**src/rtl/systolic_deskew_collector_if.sv**
```systemverilog
// Bus between the systolic array output skew and the aligned-vector consumer.
// Valid semantics: validIn marks lane 0 of a new vector; a vector is consumed only when validOut & enable.
interface systolic_deskew_collector_if #(
  parameter int numOfOutputs = 4,
  parameter int bitwidth     = 8,
  parameter int countWidth   = 8
);
  logic                             enable;
  logic                             validIn;
  logic [numOfOutputs*bitwidth-1:0] dataIn;
  logic [numOfOutputs*bitwidth-1:0] dataOut;
  logic                             validOut;
  logic                             lastOut;
  logic [countWidth-1:0]            vectorIndex;

  modport master (
    output enable, validIn, dataIn,
    input  dataOut, validOut, lastOut, vectorIndex
  );

  modport slave (
    input  enable, validIn, dataIn,
    output dataOut, validOut, lastOut, vectorIndex
  );
endinterface

```
**src/rtl/systolic_deskew_collector.sv**
```systemverilog
// Deskews time-skewed systolic lanes into aligned vectors and frames them
// into blocks with a per-block index and an end-of-block marker.
module systolic_deskew_collector #(
  parameter int numOfOutputs    = 4,
  parameter int bitwidth        = 8,
  parameter int vectorsPerBlock = 16,
  parameter int countWidth      = 8
) (
  input logic                   clock,
  input logic                   reset,
  systolic_deskew_collector_if.slave bus
);
  localparam int N = numOfOutputs;
  localparam int W = bitwidth;
  localparam logic [countWidth-1:0] LAST_IDX = countWidth'(vectorsPerBlock - 1);

  logic [N*W-1:0]        data_out;
  logic [N-1:0]          vld;
  logic [N-1:0]          vld_next;
  logic [countWidth-1:0] cnt;
  logic [countWidth-1:0] idx;
  logic                  last;

  // Lane i arrives i cycles late, so it gets N-i registers to line up with lane 0.
  for (genvar i = 0; i < N; i++) begin : g_lane
    localparam int D = N - i;
    logic [W-1:0] stage [D];

    always_ff @(posedge clock or posedge reset) begin
      if (reset) begin
        for (int j = 0; j < D; j++) stage[j] <= '0;
      end else if (bus.enable) begin
        stage[0] <= bus.dataIn[i*W +: W];
        for (int j = 1; j < D; j++) stage[j] <= stage[j-1];
      end
    end

    assign data_out[i*W +: W] = stage[D-1];
  end

  if (N == 1) begin : g_vld_one
    assign vld_next = bus.validIn;
  end else begin : g_vld_many
    assign vld_next = {vld[N-2:0], bus.validIn};
  end

  // Index and last are captured on the same edge that loads the final valid stage.
  always_ff @(posedge clock or posedge reset) begin
    if (reset) begin
      vld  <= '0;
      cnt  <= '0;
      idx  <= '0;
      last <= 1'b0;
    end else if (bus.enable) begin
      vld <= vld_next;
      if (vld_next[N-1]) begin
        idx  <= cnt;
        last <= (cnt == LAST_IDX);
        cnt  <= (cnt == LAST_IDX) ? '0 : cnt + 1'b1;
      end else begin
        last <= 1'b0;
      end
    end
  end

  assign bus.dataOut     = data_out;
  assign bus.validOut    = vld[N-1];
  assign bus.lastOut     = last;
  assign bus.vectorIndex = idx;
endmodule

```
**src/flat_wrapper.sv**
```systemverilog
// flat-port wrapper written by rule: the top's interface ports become plain ports
module systolic_deskew_collector_flat 
#(
  parameter int numOfOutputs    = 4,
  parameter int bitwidth        = 8,
  parameter int vectorsPerBlock = 16,
  parameter int countWidth      = 8
)
  (clock, reset, bus_enable, bus_validIn, bus_dataIn, bus_dataOut, bus_validOut, bus_lastOut, bus_vectorIndex);
  systolic_deskew_collector_if #(.numOfOutputs(numOfOutputs), .bitwidth(bitwidth), .countWidth(countWidth)) bus_i ();
  input logic clock;
  input logic reset;
  input wire logic [$bits(bus_i.enable)-1:0] bus_enable;
  input wire logic [$bits(bus_i.validIn)-1:0] bus_validIn;
  input wire logic [$bits(bus_i.dataIn)-1:0] bus_dataIn;
  output wire logic [$bits(bus_i.dataOut)-1:0] bus_dataOut;
  output wire logic [$bits(bus_i.validOut)-1:0] bus_validOut;
  output wire logic [$bits(bus_i.lastOut)-1:0] bus_lastOut;
  output wire logic [$bits(bus_i.vectorIndex)-1:0] bus_vectorIndex;
  assign bus_i.enable = bus_enable;
  assign bus_i.validIn = bus_validIn;
  assign bus_i.dataIn = bus_dataIn;
  assign bus_dataOut = bus_i.dataOut;
  assign bus_validOut = bus_i.validOut;
  assign bus_lastOut = bus_i.lastOut;
  assign bus_vectorIndex = bus_i.vectorIndex;
  systolic_deskew_collector #(.numOfOutputs(numOfOutputs), .bitwidth(bitwidth), .vectorsPerBlock(vectorsPerBlock), .countWidth(countWidth)) u_core (.clock(clock), .reset(reset), .bus(bus_i));
endmodule
```
**config.mk**
```make
export PLATFORM = sky130hd
export DESIGN_NAME = systolic_deskew_collector_flat
export DESIGN_NICKNAME = d
export VERILOG_FILES = /design/src/rtl/systolic_deskew_collector_if.sv /design/src/rtl/systolic_deskew_collector.sv /design/src/flat_wrapper.sv
export SDC_FILE = /design/constraint.sdc
export NUM_CORES = 1
export LEC_CHECK = 0
export ABC_AREA = 0
export BUFFER_PORTS_ARGS = -buffer_cell sky130_fd_sc_hd__buf_2
export CAP_MARGIN = 20
export CORE_ASPECT_RATIO = 1.25
export CORE_MARGIN = 2
export CORE_UTILIZATION = 54
export CTS_BUF_LIST = sky130_fd_sc_hd__clkbuf_16
export CTS_CLUSTER_DIAMETER = 150
export CTS_CLUSTER_SIZE = 24
export DETAILED_ROUTE_END_ITERATION = 8
export GPL_TIMING_DRIVEN = 0
export PLACE_DENSITY = 0.84
export SETUP_SLACK_MARGIN = 0.5
export SYNTH_ARGS = -nofsm -noshare
export SYNTH_HDL_FRONTEND = slang
export SYNTH_SLANG_ARGS = --single-unit
export TNS_END_PERCENT = 5
```
**constraint.sdc**
```tcl
create_clock -name clock -period 3.65 [get_ports clock]
set_clock_uncertainty 0.15 [all_clocks]
set_input_delay 0.365 -clock clock [delete_from_list [all_inputs] [get_ports clock]]
set_output_delay 0.365 -clock clock [all_outputs]
set_load 0.03 [all_outputs]
```
After elaboration in Yosys (flattened, before gate mapping)
Index checks and enable logic that the tools add are counted.
Widths: inputs -> output; s select.
- add/sub/neg operators: 1
- equality and inequality tests: 1
- multiplexer cells: 2
- reductions and logical operators: 1
- operator list (cell ; number):
    $add 8x1->8 const B ; 1
    $eq 8x4->1 const B ; 1
    $mux 8 ; 1
    $reduce_and 2->1 ; 1
    $mux 1 ; 1
- register bits: 101
- bits of input ports: 36
- output and inout port bits: 42
- logic and storage cells: 19

Logic depth before layout (Yosys ltp)
Gate-level depths: netlist of the first run.
- word-level depth: 2
- gate-level depth with buffers: 5
- depth with buffers taken out: 3

Worst setup path after synthesis of the first run
OpenSTA, ideal clock, no wires.
- kind: input to register
- start: input bus_enable
- end: register u_core.idx[0], in the netlist u_core.bus.vectorIndex[0]
- library setup time: 0.125 ns
- data arrival time: 1.135 ns
- required time: 3.375 ns
- setup slack: 2.240 ns
- stages on the path: 4
- path through: buf_4 nand2_1 buf_2 mux2_2
- cells in the longest elaborated chain, start to end: 1
- RTL lines (item ; RTL line ; source):
    start, declared ; flat_wrapper.sv:13 ; input wire logic [$bits(bus_i.enable)-1:0] bus_enable;
    $reduce_and 2->1 (no line) ; - ;
    end signal, assigned ; systolic_deskew_collector.sv:57 ; idx <= cnt;
    end, declared ; systolic_deskew_collector.sv:21 ; logic [countWidth-1:0] idx;
Every way passes these cells.
A chain may end at the register's enable or synchronous reset.

Worst setup path after layout of the first run
- start: register u_core.g_lane[0].stage (netlist bit u_core.bus.dataOut[2])
- end: output bus_dataOut[2]
- RTL lines (item ; RTL line ; source):
    start, declared ; systolic_deskew_collector.sv:27 ; logic [W-1:0] stage [D];
    end, declared ; flat_wrapper.sv:16 ; output wire logic [$bits(bus_i.dataOut)-1:0] bus_dataOut;
No word-level cell between the ends.

==> results of run 1 <==
[sequential cells by signal, summed over array words and instances, names as in the netlist]
signal,flops
u_core.g_lane.stage,56
u_core.bus.dataOut,24
u_core.bus.vectorIndex,8
u_core.cnt,8
u_core.vld,4
u_core.bus.lastOut,1
[cells in the mapped netlist]
master	count	area, um2
a21o_1	1	7.51
a221o_1	1	10.0
and2_1	1	6.26
and3_1	2	12.5
and4_4	1	11.3
buf_2	6	30.0
buf_4	25	188
buf_6	4	45.0
dfrtp_1	101	2530
ha_1	1	12.5
inv_1	4	15.0
mux2_1	2	22.5
mux2_2	89	1000
nand2_1	3	11.3
nand3_1	2	10.0
nand4_1	4	25.0
nor2_1	1	3.75
nor4_2	1	12.5
o211ai_1	1	7.51
o21ai_0	3	15.0
xnor2_1	5	43.8
[worst max-delay path, stage by stage (launching register included)]
cell	delay [ns]
dfrtp_1	0.39
buf_4	0.13
buf_2	0.16
[layer usage]
layer | global-route usage [%] | part of all wire (%) | wire (um)
met1 | 21.4 | 43 | 2750
met2 | 29.3 | 54 | 3440
met3 | 3.41 | 2.8 | 182
met4 | 5.87 | 0.59 | 38
met5 | 0 | 0 | 0
[power by group]
part | leakage (nW) | switching [mW] | internal [mW]
Combinational | 0.952 | 0.349 | 0.314
Sequential | 1.20 | 0.112 | 1.30
Clock | 0.139 | 0.376 | 0.527
Total | 2.29 | 0.837 | 2.15
[per-stage QoR]
stage | hold WS (ns) | utilization (%)
6_report | -0.0103 | 66.3
2_1_floorplan | 0.309 | -
3_5_place_dp | 0.319 | 62.3
5_1_grt | 0.0457 | 66.3
3_3_place_gp | 0.314 | 61.8
4_1_cts | 0.000960 | 66.3
[cells by family after synthesis]
family | Yosys count
DFF | 101
xor gates and xnor gates | 5
adders and majority gates | 1
and+or+nand+nor | 15
AOI/OAI and AO/OA | 6
buffers and inverters | 39
muxes | 91
[layout make-up]
cell class | count | share of cell area (%)
Inverter | 4 | 0.387
Multi-Input combinational cell | 118 | 25.0
Sequential cell | 101 | 52.1
Clock buffer | 9 | 4.65
Clock inverter | 6 | 1.32
Timing Repair Buffer | 78 | 8.67
Buffer | 35 | 5.42
Tap cell | 92 | 2.37
[how the worst max path moves through the flow]
stage	slack, ns	endpoint	from
floorplan	1.93	u_core.bus.dataOut[0]	reset
global placement	1.36	u_core.g_lane[0].stage[25]	reset
detailed placement	2.09	u_core.bus.vectorIndex[0]	bus_enable
CTS	2.11	bus_dataOut[20]	u_core.bus.dataOut[20]
global route	2.08	u_core.bus.vectorIndex[0]	u_core.vld[2]
finish	2.13	bus_dataOut[2]	u_core.bus.dataOut[2]
==> summary by stage, run 1 <==
Placed design
Summing all placed instances gives a cell area of ~4600 um2. The global placer's final weighted congestion is slightly above 0.8. Input and output buffers added on the ports amount to 76. The worst slack after detailed placement is between 2 and 2.5 ns. The instance count after placement with tap cells included is around 430.

Detailed placement finished with a half-perimeter wire length of between 4 and 5 mm.

Routing
The first detailed-routing pass took 6 iterations. Summing over every cut layer, the via total after detailed routing is 2,228. Once detail routing completed, the nets flagged for antenna violations numbered 0.

After detailed routing, the total wire length is roughly 6.4 mm. After detailed routing, the number of remaining DRC violations is 0. In this run, the number of DRC markers left after iteration 0 of detailed routing was 32. Dividing the detail-routed via count by the number of cells gives roughly 5.0. The average wire per cell in the routed design is roughly 14 um.

Timing
The highest achievable clock rate is about 0.66 GHz. The setup violation total in the final timing report is 0. The final number of max-transition violations is 0. Setup repair after global routing left no endpoint under its margin. The worst path needs ~1.5 ns of the cycle, external delays included.

The final-report hold violation count is 17. Measured against its own limit, the worst slew margin works out to 54.5%. The worst hold slack is -0.0103 ns. The ratio of final minimum period to clock period is about two fifths. The slew at the pin closest to its max-slew limit is 0.681 ns. In the post-route analysis, the smallest setup slack over all paths is between 2 and 2.5 ns. The setup TNS after final layout is 0 ns.

Setup path
The critical path is of the register to output port type. The data required time of the worst path is between 3 and 4 ns. The reg-to-reg setup timing slack is approximately 2.2 ns.

In this run the worst path has a maximum fanout of 2. The capture point of the worst reg-to-reg path is u_core.bus.vectorIndex[0]. Measured in cells, the most critical reg-to-reg path has a length of 3. The launch instance of the worst register-to-register path is u_core.vld[2]. The data arrival time of the critical path is 1.01 ns.

STA classifies the critical path startpoint as a register. The worst setup path is captured at an output port.

Logic synthesis
The number of library cell types mapped by synthesis is 21. Synthesis produced a netlist with a net count of 295. The xor and xnor area share after synthesis is 1.09%. Counting flops and latches in the post-synthesis netlist gives 101.

The mean cell area of the mapped netlist is between 15 and 20 um2. The adder and majority gate portion of the synthesized area is less than 1%. The post-synthesis instance total is 258. The cell area after synthesis is between 4000 and 5000 um2. Of the synthesized area, sequential elements account for between 60% and 70%. The largest family of logic cells by synthesized area is multiplexers. The multiplexer share of the synthesized area is between 20 and 30%.

The Yosys step of the flow raised 0 warnings. Summing the areas of all compound-gate instances in the mapped netlist gives 0.996% of the synthesized area. The simple-gate portion of the synthesized area is 2.30%.

Floorplan
The floorplan step set the die height to ~100 um. The width of the die is 81.2 um. In this run the core area contains 35 standard-cell rows.

The core region area is around 7300 um2. The die covers around 8200 um2. The number of top-level pins is slightly below 80.

The initial cell density of the core is between 50% and 60%.

Global routing
The via count of the first global-routing pass was about 2.3k. The first global-routing pass estimated about 11 mm of wire. Entering global routing, the biggest net connects 42 pins. Global routing consumed, over all layers together, 17.0% of the routing resources. After global routing the overflow that remains totals 0. The initial antenna violation count was 0.

Clocking
The TritonCTS clock tree is yes. The deepest level of the CTS H-tree is 3. The CTS clock-pin slew for the worst setup and hold paths is 0.06 ns. The cell chosen for the clock root is clkbuf_16. The number of sinks on the clock net is a little over 100. The count of cells resized by post-cts repair is 0. No sink is reached through more buffers than the 2 on the longest clock path. The TritonCTS buffer count is 9.

For the worst-skew pair, the clock arrives at the later sink with an insertion delay of around 0.32 ns. For this design, the CTS-stage hold fixing added 0 buffers. After clock tree synthesis, the setup repair step added 0 buffers.

Worst hold path
The type of the worst min-delay path is primary input to async pin.

Pwr
The total power after layout is approximately 3.0 mW. The worst-case IR drop observed on VDD is between 0.3 and 0.4 mV. The leakage component of the power is approximately 2.3 nW. The total power density per cell area is between 600 and 700 nW/um2.

Outcome
The final reports fail on negative hold slack. The run finished, with violations left.

Cells and area
The final cell count without fillers is 443. For this run, the post-layout net count is about 380. In the final layout, the share of cells above drive strength 1 is 62.4%.

The number of fill cells in the layout is between 500 and 600. The sequential cell area in the final layout is 2530 um2. The area added between synthesis and finish is 20.6%. The number of antenna diodes is 0. The library cells used most frequently in the layout, excluding fill and tap cells, are 101 x dfrtp_1, 89 x mux2_2, 82 x buf_2.

The most common cell after layout, fill and taps aside is dfrtp_1. The area of all placed cells without fillers is roughly 4800 um2. The multi-input combinational cells in the finished layout cover a total of 1210 um2.

Run
The number of maximum-capacitance violations is 0.
(Power assumes the default switching activity.)
==> run 2: changes to the inputs <==
--- a/config.mk
+++ b/config.mk
@@ -5,18 +5,18 @@
 export SDC_FILE = /design/constraint.sdc
 export NUM_CORES = 1
 export LEC_CHECK = 0
-export ABC_AREA = 0
+export ABC_AREA = 1
 export BUFFER_PORTS_ARGS = -buffer_cell sky130_fd_sc_hd__buf_2
 export CAP_MARGIN = 20
 export CORE_ASPECT_RATIO = 1.25
 export CORE_MARGIN = 2
-export CORE_UTILIZATION = 54
+export CORE_UTILIZATION = 49
 export CTS_BUF_LIST = sky130_fd_sc_hd__clkbuf_16
 export CTS_CLUSTER_DIAMETER = 150
 export CTS_CLUSTER_SIZE = 24
 export DETAILED_ROUTE_END_ITERATION = 8
 export GPL_TIMING_DRIVEN = 0
-export PLACE_DENSITY = 0.84
+export PLACE_DENSITY = 0.81
 export SETUP_SLACK_MARGIN = 0.5
 export SYNTH_ARGS = -nofsm -noshare
 export SYNTH_HDL_FRONTEND = slang
==> constraint.sdc (replaced) <==
create_clock -name clock -period 1.3 [get_ports clock]
set_clock_uncertainty 0.15 [all_clocks]
set_input_delay 0.13 -clock clock [delete_from_list [all_inputs] [get_ports clock]]
set_output_delay 0.13 -clock clock [all_outputs]
set_load 0.03 [all_outputs]
==> run 2 against run 1 <==
The run ends with negative hold slack, negative setup slack left. Hold slack lost 0.40 ns. Flip-flop and latch count is the same. Core utilization grew 3.5 points. First-iteration DRC count grew to 6.6 times the previous value. Combinational power grew to 4.3 times the previous value. Wire length grew 48%. Total power grew to 3.3 times the previous value. Worst setup slack lost 2.1 ns. Highest routed layer unchanged.
==> summary by stage, run 2 <==
Outcome
The run finished, with violations left. The final reports fail on negative hold slack, negative setup slack.

Timing
Setup repair after global routing could not meet its margin everywhere. The final-report hold violation count is 90 (+73). The final critical-path required period is about 1.3 ns.

For this run, the top clock speed supported by timing is around 0.76 GHz. The slew at the pin closest to its max-slew limit came to 0.381 ns (-0.300 ns). The worst hold slack is -0.407 ns (-0.396 ns). Dividing the final minimum period by the clock period gives 101%.

The final number of max-transition violations is 0 (unchanged). The worst-case setup margin in the final layout is -0.00724 ns (-2.13 ns). The setup violation total in the final timing report is 1 (+1). The relative slew slack is 74.5% (+20 points).

Global routing
The total congestion overflow is 0 (unchanged). The wire length of the first global-routing pass is 14.1 mm (+32%). The pin count of the biggest net entering global routing came to 45 (+7.1%).

The via count of the first global-routing pass is 2,989 (+29%). The initial antenna violation count came to 0 (unchanged). The overall global routing resource usage came to 19.9% (+2.9 points).

Setup path
The capturing element type of the critical path is an output port. The largest fanout on the critical path is 2 (unchanged). The data arrival time of the critical path came to 1.03 ns (+0.02 ns). STA classifies the critical path startpoint as a register. The critical path goes through buf_6 > buf_6. The data required time of the worst path is 1.02 ns (-2.11 ns). The worst stage delay on the critical path is 0.42 ns (+0.03 ns).

On the critical path, the stage with the largest delay is an instance of dfrtp_1. The most frequent cell on the critical path is buf_6. The startpoint of the most critical setup path is u_core.bus.dataOut[10]. The launch instance of the worst register-to-register path is u_core.cnt[0]. The critical path is of the register to output port type.

Floorplan
The number of cell rows came to 37 (+5.7%). The vertical die dimension is 106 um (+5.4%). The number of top-level pins was 78 (unchanged). The width of the die is 85.5 um (+5.4%).

The core region area is 8150 um2 (+11%). The area enclosed by the die boundary is 9050 um2 (+11%). The initial cell density of the core is 49.9% (-5.0 points).

Cells and area
The area added between synthesis and finish is 39.8%. The number of antenna diodes is 0 (unchanged). In the layout the commonest cells are 100 x dfrtp_1, 76 x buf_6, 55 x nand2_1. The most common cell after layout, fill and taps aside is dfrtp_1. The number of flip-flops in the largest register is 56 (unchanged). The net count of the finished layout came to 536 (+40%). Ranked by flip-flop count, first place goes to u_core.g_lane.stage. The final design utilization is 69.8% (+3.5 points). The fraction of final layout cells with drive strength greater than 1 was 41.9% (-21 points).

Logic synthesis
The number of enable-type register cells in the synthesized netlist came to 0 (unchanged). The number of library cell types mapped by synthesis is 21 (unchanged). The post-synthesis instance total is 401 (+55%). The cell area after synthesis came to 4070 um2 (+1.2%).

The flip-flop and latch count after synthesis is 101 (unchanged). The register area share after synthesis is 62.1% (-0.77 points). The top cell type's share of synthesized area is 62.1% (-0.77 points). The cell type contributing the most total cell area after synthesis is dfrtp_1. The mean cell area of the mapped netlist is 10.1 um2 (-35%). In the synthesized netlist, the cells that appear most often are 101 x dfrtp_1, 62 x nand2_1, 47 x inv_1. The net count after synthesis is 438 (+48%). The synthesis warning total came to 0 (unchanged). The async set or reset register ratio after synthesis came to 100% (unchanged). By instance count, the leading cell after synthesis is dfrtp_1. For this run, the leading register cell type out of synthesis is dfrtp_1. Yosys attributes the largest share of cell area to dfrtp_1 62%, nand2_1 5.7%, buf_4 5.4%.

Placed design
The detailed placement HPWL was 5.45 mm (+18%). The global placer's final weighted congestion is 0.804 (-0.84%). The worst slack after detailed placement is -0.149 ns (-2.24 ns). The number of port buffers is 76 (unchanged).

Pwr
The total power density per cell area is 1760 nW/um2 (+190%). The leakage component of the power is 2.83 nW (+23%). The worst IR drop on VDD is 1.29 mV (+310%).

Routing
The overall routed net length is 9.51 mm (+48%). The antenna violation net count after detailed routing was 0 (unchanged). The violation count after the first detailed-route iteration is 210 (+560%).

The via count of the routed design is 3,044 (+37%). The iteration count of the initial detailed-routing pass is 4 (-2). The average wire per cell in the routed design is 15.8 um (+9.3%). The vias per cell is 5.06 (+0.71%). The number of remaining DRC errors is 0 (unchanged).

Run
The number of maximum-capacitance violations is 0 (unchanged).

Clocking
The TritonCTS buffer count is 9 (unchanged). The deepest level of the CTS H-tree was 3 (unchanged). The largest buffer count on any clock path is 2 (unchanged). The number of sinks on the clock net is 101 (unchanged). The CTS clock-pin slew for the worst setup and hold paths was 0.07 ns (about the same). The cell sitting at the root of the clock tree is a clkbuf_16. The insertion delay to the later sink of the worst-skew pair is 0.35 ns (+0.03 ns). TritonCTS built the clock tree.

Worst hold path
In this run the worst hold path is classified as primary input to async pin.
==> run 2: timing repair <==
item / in CTS / in global routing
pin swaps: 6 / 40
resized for setup: 57 / 207
endpoints found under the hold margin: 90 / 51
setup endpoints to repair: 99 / 184
cloned: 0 / 0
setup buffers: 7 / 2
==> run 2: per-stage QoR <==
| stage | std cells | hold WS (ns) | setup TNS [ns] | power, mW | area [um2] |
|---|---|---|---|---|---|
| after CTS | 599 | -0.371 | 0 | 9.26 | 5190 |
| after global routing | 601 | -0.376 | -0.164 | 10.4 | 5690 |
| after floorplan | 401 | 0.0968 | -18.54 | 5.42 | 4070 |
| after global placement | 574 | 0.184 | -75.66 | 5.90 | 4570 |
| after detailed placement | 576 | -0.00817 | -0.426 | 5.99 | 4610 |
| final | 601 | -0.407 | -0.00724 | 9.98 | 5690 |
==> run 2: power by group <==
| group | internal, mW | switching, mW | total, mW |
|---|---|---|---|
| Clock | 1.86 | 1.14 | 3.00 |
| Sequential | 3.68 | 0.442 | 4.12 |
| Combinational | 1.33 | 1.54 | 2.87 |
==> run 2: worst max-delay path: cells and delay by family (launching register included) <==
family   cells  cell delay, ns
buf+inv      2            0.25
flops        1            0.42
==> run 2: worst paths after layout <==
path,depth (start not counted),endpoint,slack (ns)
min reg2reg,2,u_core.g_lane[0].stage[14],0.34
max in group asynchronous,4,u_core.g_lane[1].stage[13],0.59
max reg2reg,6,u_core.cnt[0],0.02
min in group clock,3,u_core.g_lane[1].stage[23],-0.16
min,2,u_core.g_lane[3].stage[7],-0.41
max,2,bus_dataOut[10],-0.007
==> run 2: routing by layer <==
metal  GRT usage, %  up-vias  share of wire (%)
li1               -     1430                  -
met1           25.9     1508                 39
met2           32.6       80                 53
met3           2.66       26                3.9
met4           9.98        0                3.7
met5              0        -                  0
==> run 2: cell type report <==
cell class	count	area, um2
well taps	97	121
clock buffers	9	225
clock inverters	7	106
repair buffers	87	791
fillers	562	2460
multi-input cells	209	1300
plain buffers	43	428
flip-flops and latches	101	2530
inverters	48	186
==> run 2: cell families (layout without fill, tap and decap cells) <==
group | after synthesis | in the layout | synth area share [%]
DFF | 101 | 101 | 62.1
AOI/OAI and AO/OA | 77 | 77 | 9.50
xor gates and xnor gates | 2 | 2 | 0.431
buffers and inverters | 91 | 194 | 11.7
adders and majority gates | 1 | 1 | 0.307
and+or+nand+nor | 112 | 112 | 11.2
muxes | 17 | 17 | 4.70
==> run 3: changes to the inputs <==
--- a/config.mk
+++ b/config.mk
@@ -9,14 +9,13 @@
 export BUFFER_PORTS_ARGS = -buffer_cell sky130_fd_sc_hd__buf_2
 export CAP_MARGIN = 20
 export CORE_ASPECT_RATIO = 1.25
-export CORE_MARGIN = 2
-export CORE_UTILIZATION = 49
+export CORE_UTILIZATION = 59
 export CTS_BUF_LIST = sky130_fd_sc_hd__clkbuf_16
 export CTS_CLUSTER_DIAMETER = 150
 export CTS_CLUSTER_SIZE = 24
 export DETAILED_ROUTE_END_ITERATION = 8
 export GPL_TIMING_DRIVEN = 0
-export PLACE_DENSITY = 0.81
+export PLACE_DENSITY = 0.9
 export SETUP_SLACK_MARGIN = 0.5
 export SYNTH_ARGS = -nofsm -noshare
 export SYNTH_HDL_FRONTEND = slang
==> constraint.sdc (replaced) <==
create_clock -name clock -period 1.66 [get_ports clock]
set_clock_uncertainty 0.15 [all_clocks]
set_input_delay 0.166 -clock clock [delete_from_list [all_inputs] [get_ports clock]]
set_output_delay 0.166 -clock clock [all_outputs]
set_load 0.03 [all_outputs]
==> run 3 against run 2 <==
Via count rose by 8.7%. The run ends with negative hold slack left. Sequential power is 24% lower. Die area shrank 20%. Core utilization increased by 14 points. Largest power group unchanged. Largest cell class unchanged. First-iteration DRC count up 23%.
==> summary by stage, run 3 (synthesis gave the netlist of run 2 again) <==
Cells and area
The number of flip-flops in the largest register was 56 (unchanged). The register containing the most flip-flops in the final layout is u_core.g_lane.stage. In the layout the commonest cells are 101 x dfrtp_1, 61 x buf_2, 58 x nand2_1. The final design utilization is 83.8% (+14 points). The most common cell after layout, fill and taps aside is dfrtp_1. The area of all placed cells without fillers is 5540 um2 (-2.7%). The area added between synthesis and finish is 36.0%. The final cell count without fillers is 632 (+5.2%). The net count of the finished layout is 577 (+7.6%). The fraction of final layout cells with drive strength greater than 1 was 33.0% (-8.8 points).

The number of antenna diodes is 0 (unchanged).

Floorplan
The width of the die is 76.3 um (-11%). The initial cell density of the core was 61.6% (+12 points). The number of cell rows was 33 (-11%).

The vertical die dimension is 94.8 um (-10%). The number of top-level pins was 78 (unchanged). The core region area is 6610 um2 (-19%). The area enclosed by the die boundary was 7230 um2 (-20%).

Timing
The slew at the pin closest to its max-slew limit was 0.756 ns (+0.375 ns). After layout, the worst path uses around four fifths of the clock period. The final number of max-transition violations is 0 (unchanged). Setup repair after global routing could not meet its margin everywhere. The relative slew slack is 49.5% (-25 points).

The setup TNS after final layout came to 0 ns (+0.00724 ns). The routed design could run at a clock period as short as between 1 and 1.5 ns. The worst hold slack came to -0.205 ns (+0.202 ns). The setup violation total in the final timing report is 0 (-1).

The worst-case setup margin in the final layout came to 0.318 ns (+0.326 ns). Based on the critical path, the design can be clocked at up to 0.745 GHz. The final-report hold violation count was 34 (-62%).

Placed design
The number of port buffers is 76 (unchanged). The cell area reported after detailed placement is 4600 um2 (-0.27%). The worst slack after detailed placement is 0.244 ns (+0.394 ns).

The global placer's final weighted congestion is 0.779 (-3.1%). The detailed placement HPWL is 5.69 mm (+4.2%). The instance count after placement with tap cells included was 566 (-1.7%).

Setup path
The data arrival time of the critical path is 1.03 ns (about the same). The largest fanout on the critical path was 2 (unchanged). The reg-to-reg setup timing slack came to 0.33 ns (+0.31 ns). The worst setup path is launched from a register.

The worst path buffer plus inverter count is 2 (unchanged). The startpoint of the most critical setup path is u_core.bus.dataOut[5]. The worst stage delay on the critical path was 0.40 ns (-0.02 ns). The number of cell instances on the worst register-to-register path came to 6 (unchanged). The cell family contributing the most delay on the critical path is flip-flops. In this run the critical register-to-register path is launched from u_core.cnt[0].

The data required time of the worst path was 1.34 ns (+0.32 ns). Walking the worst path, the cells encountered are buf_4 > buf_4. The slowest stage of the critical path belongs to the cell dfrtp_1. The cell that appears most often on the critical path is buf_4. The capture point of the worst reg-to-reg path is u_core.cnt[4]. The capturing element type of the critical path is an output port. The critical path in this run is classified as register to output port.

Clocking
The TritonCTS clock tree is yes. Hold repair after CTS inserted 33 buffers. The largest buffer count on any clock path came to 2 (unchanged). The tree is rooted in a clkbuf_16. The TritonCTS buffer count was 9 (unchanged). The CTS clock-pin slew for the worst setup and hold paths is 0.07 ns (about the same). The number of sinks on the clock net is 101 (unchanged). The insertion delay to the later sink of the worst-skew pair is 0.34 ns (about the same). The deepest level of the CTS H-tree is 3 (unchanged).

Global routing
The met2 track demand over resource is 57.7% (+25 points). The most used routing layer in global routing is met2. The wire length of the first global-routing pass is 16.3 mm (+16%). The total congestion overflow was 0 (unchanged).

The pin count of the biggest net entering global routing is 37 (-18%). The overall global routing resource usage is 30.3% (+10 points). The via count of the first global-routing pass came to 3,418 (+14%).

The fraction of met3 tracks used by global routing is 3.86% (+1.2 points). The met1 demand-to-capacity share in global routing is 33.6% (+7.7 points). The initial antenna violation count is 0 (unchanged).

Routing
The vias per cell came to 5.23 (+3.3%). The violation count after the first detailed-route iteration is 258 (+23%). The antenna violation net count after detailed routing is 0 (unchanged). The via count of the routed design is 3,308 (+8.7%).

The average wire per cell in the routed design came to 16.2 um (+2.6%). The overall routed net length is 10.3 mm (+7.9%). The number of remaining DRC errors is 0 (unchanged). The iteration count of the initial detailed-routing pass is 5 (+1).

Pwr
The worst IR drop on VDD is 0.823 mV (-36%). The leakage component of the power is 2.78 nW (-1.6%). The total power after layout is 7.12 mW (-29%).

The total power density per cell area is 1290 nW/um2 (-27%).

Outcome
The flow ran to the end, but the final reports show violations. The checks that failed: negative hold slack.

Worst hold path
The min-delay analysis places its worst path in the category primary input to async pin.

Run
The number of maximum-capacitance violations was 0 (unchanged).
-- run 3: worst max path at each step --
stage / end / slack (ns) / cells after the start
floorplan: u_core.bus.dataOut[0] / 0.14 / 1
global placement: u_core.bus.vectorIndex[4] / -0.42 / 2
detailed placement: u_core.cnt[4] / 0.24 / 6
finish: bus_dataOut[5] / 0.32 / 2
global route: u_core.cnt[4] / 0.25 / 6
CTS: u_core.cnt[4] / 0.35 / 6
-- run 3: power breakdown --
part / internal, mW / switching (mW) / leakage [nW]
registers: 2.87 / 0.257 / 1.18
clock network: 1.15 / 0.882 / 0.145
logic: 0.810 / 1.15 / 1.46
total: 4.83 / 2.29 / 2.78
-- run 3: final cells by class --
type	instances	area [um2]
Fill cell	349	1070
Clock inverter	7	58.8
Inverter	48	184
Clock buffer	9	225
Sequential cell	101	2530
Buffer	43	308
Timing Repair Buffer	128	1010
Tap cell	87	109
Multi-Input combinational cell	209	1110
-- run 3: metal layers --
metal	vias up	wire length [um]
met5	-	0
met4	0	253
met3	24	381
met2	121	5770
met1	1645	3860
li1	1518	-
-- run 3: what timing repair did --
item	CTS	global route
endpoints found under the hold margin	67	34
gates resized for setup	49	11
setup buffers	17	0
setup endpoints to repair	50	50
pin swaps	6	6
-- run 3: worst reg2reg max path: cells and delay by family, from the launching register on --
kind / cells / cell delay [ns]
flops: 1 / 0.37
fa+ha+maj: 1 / 0.22
simple gates: 5 / 0.48
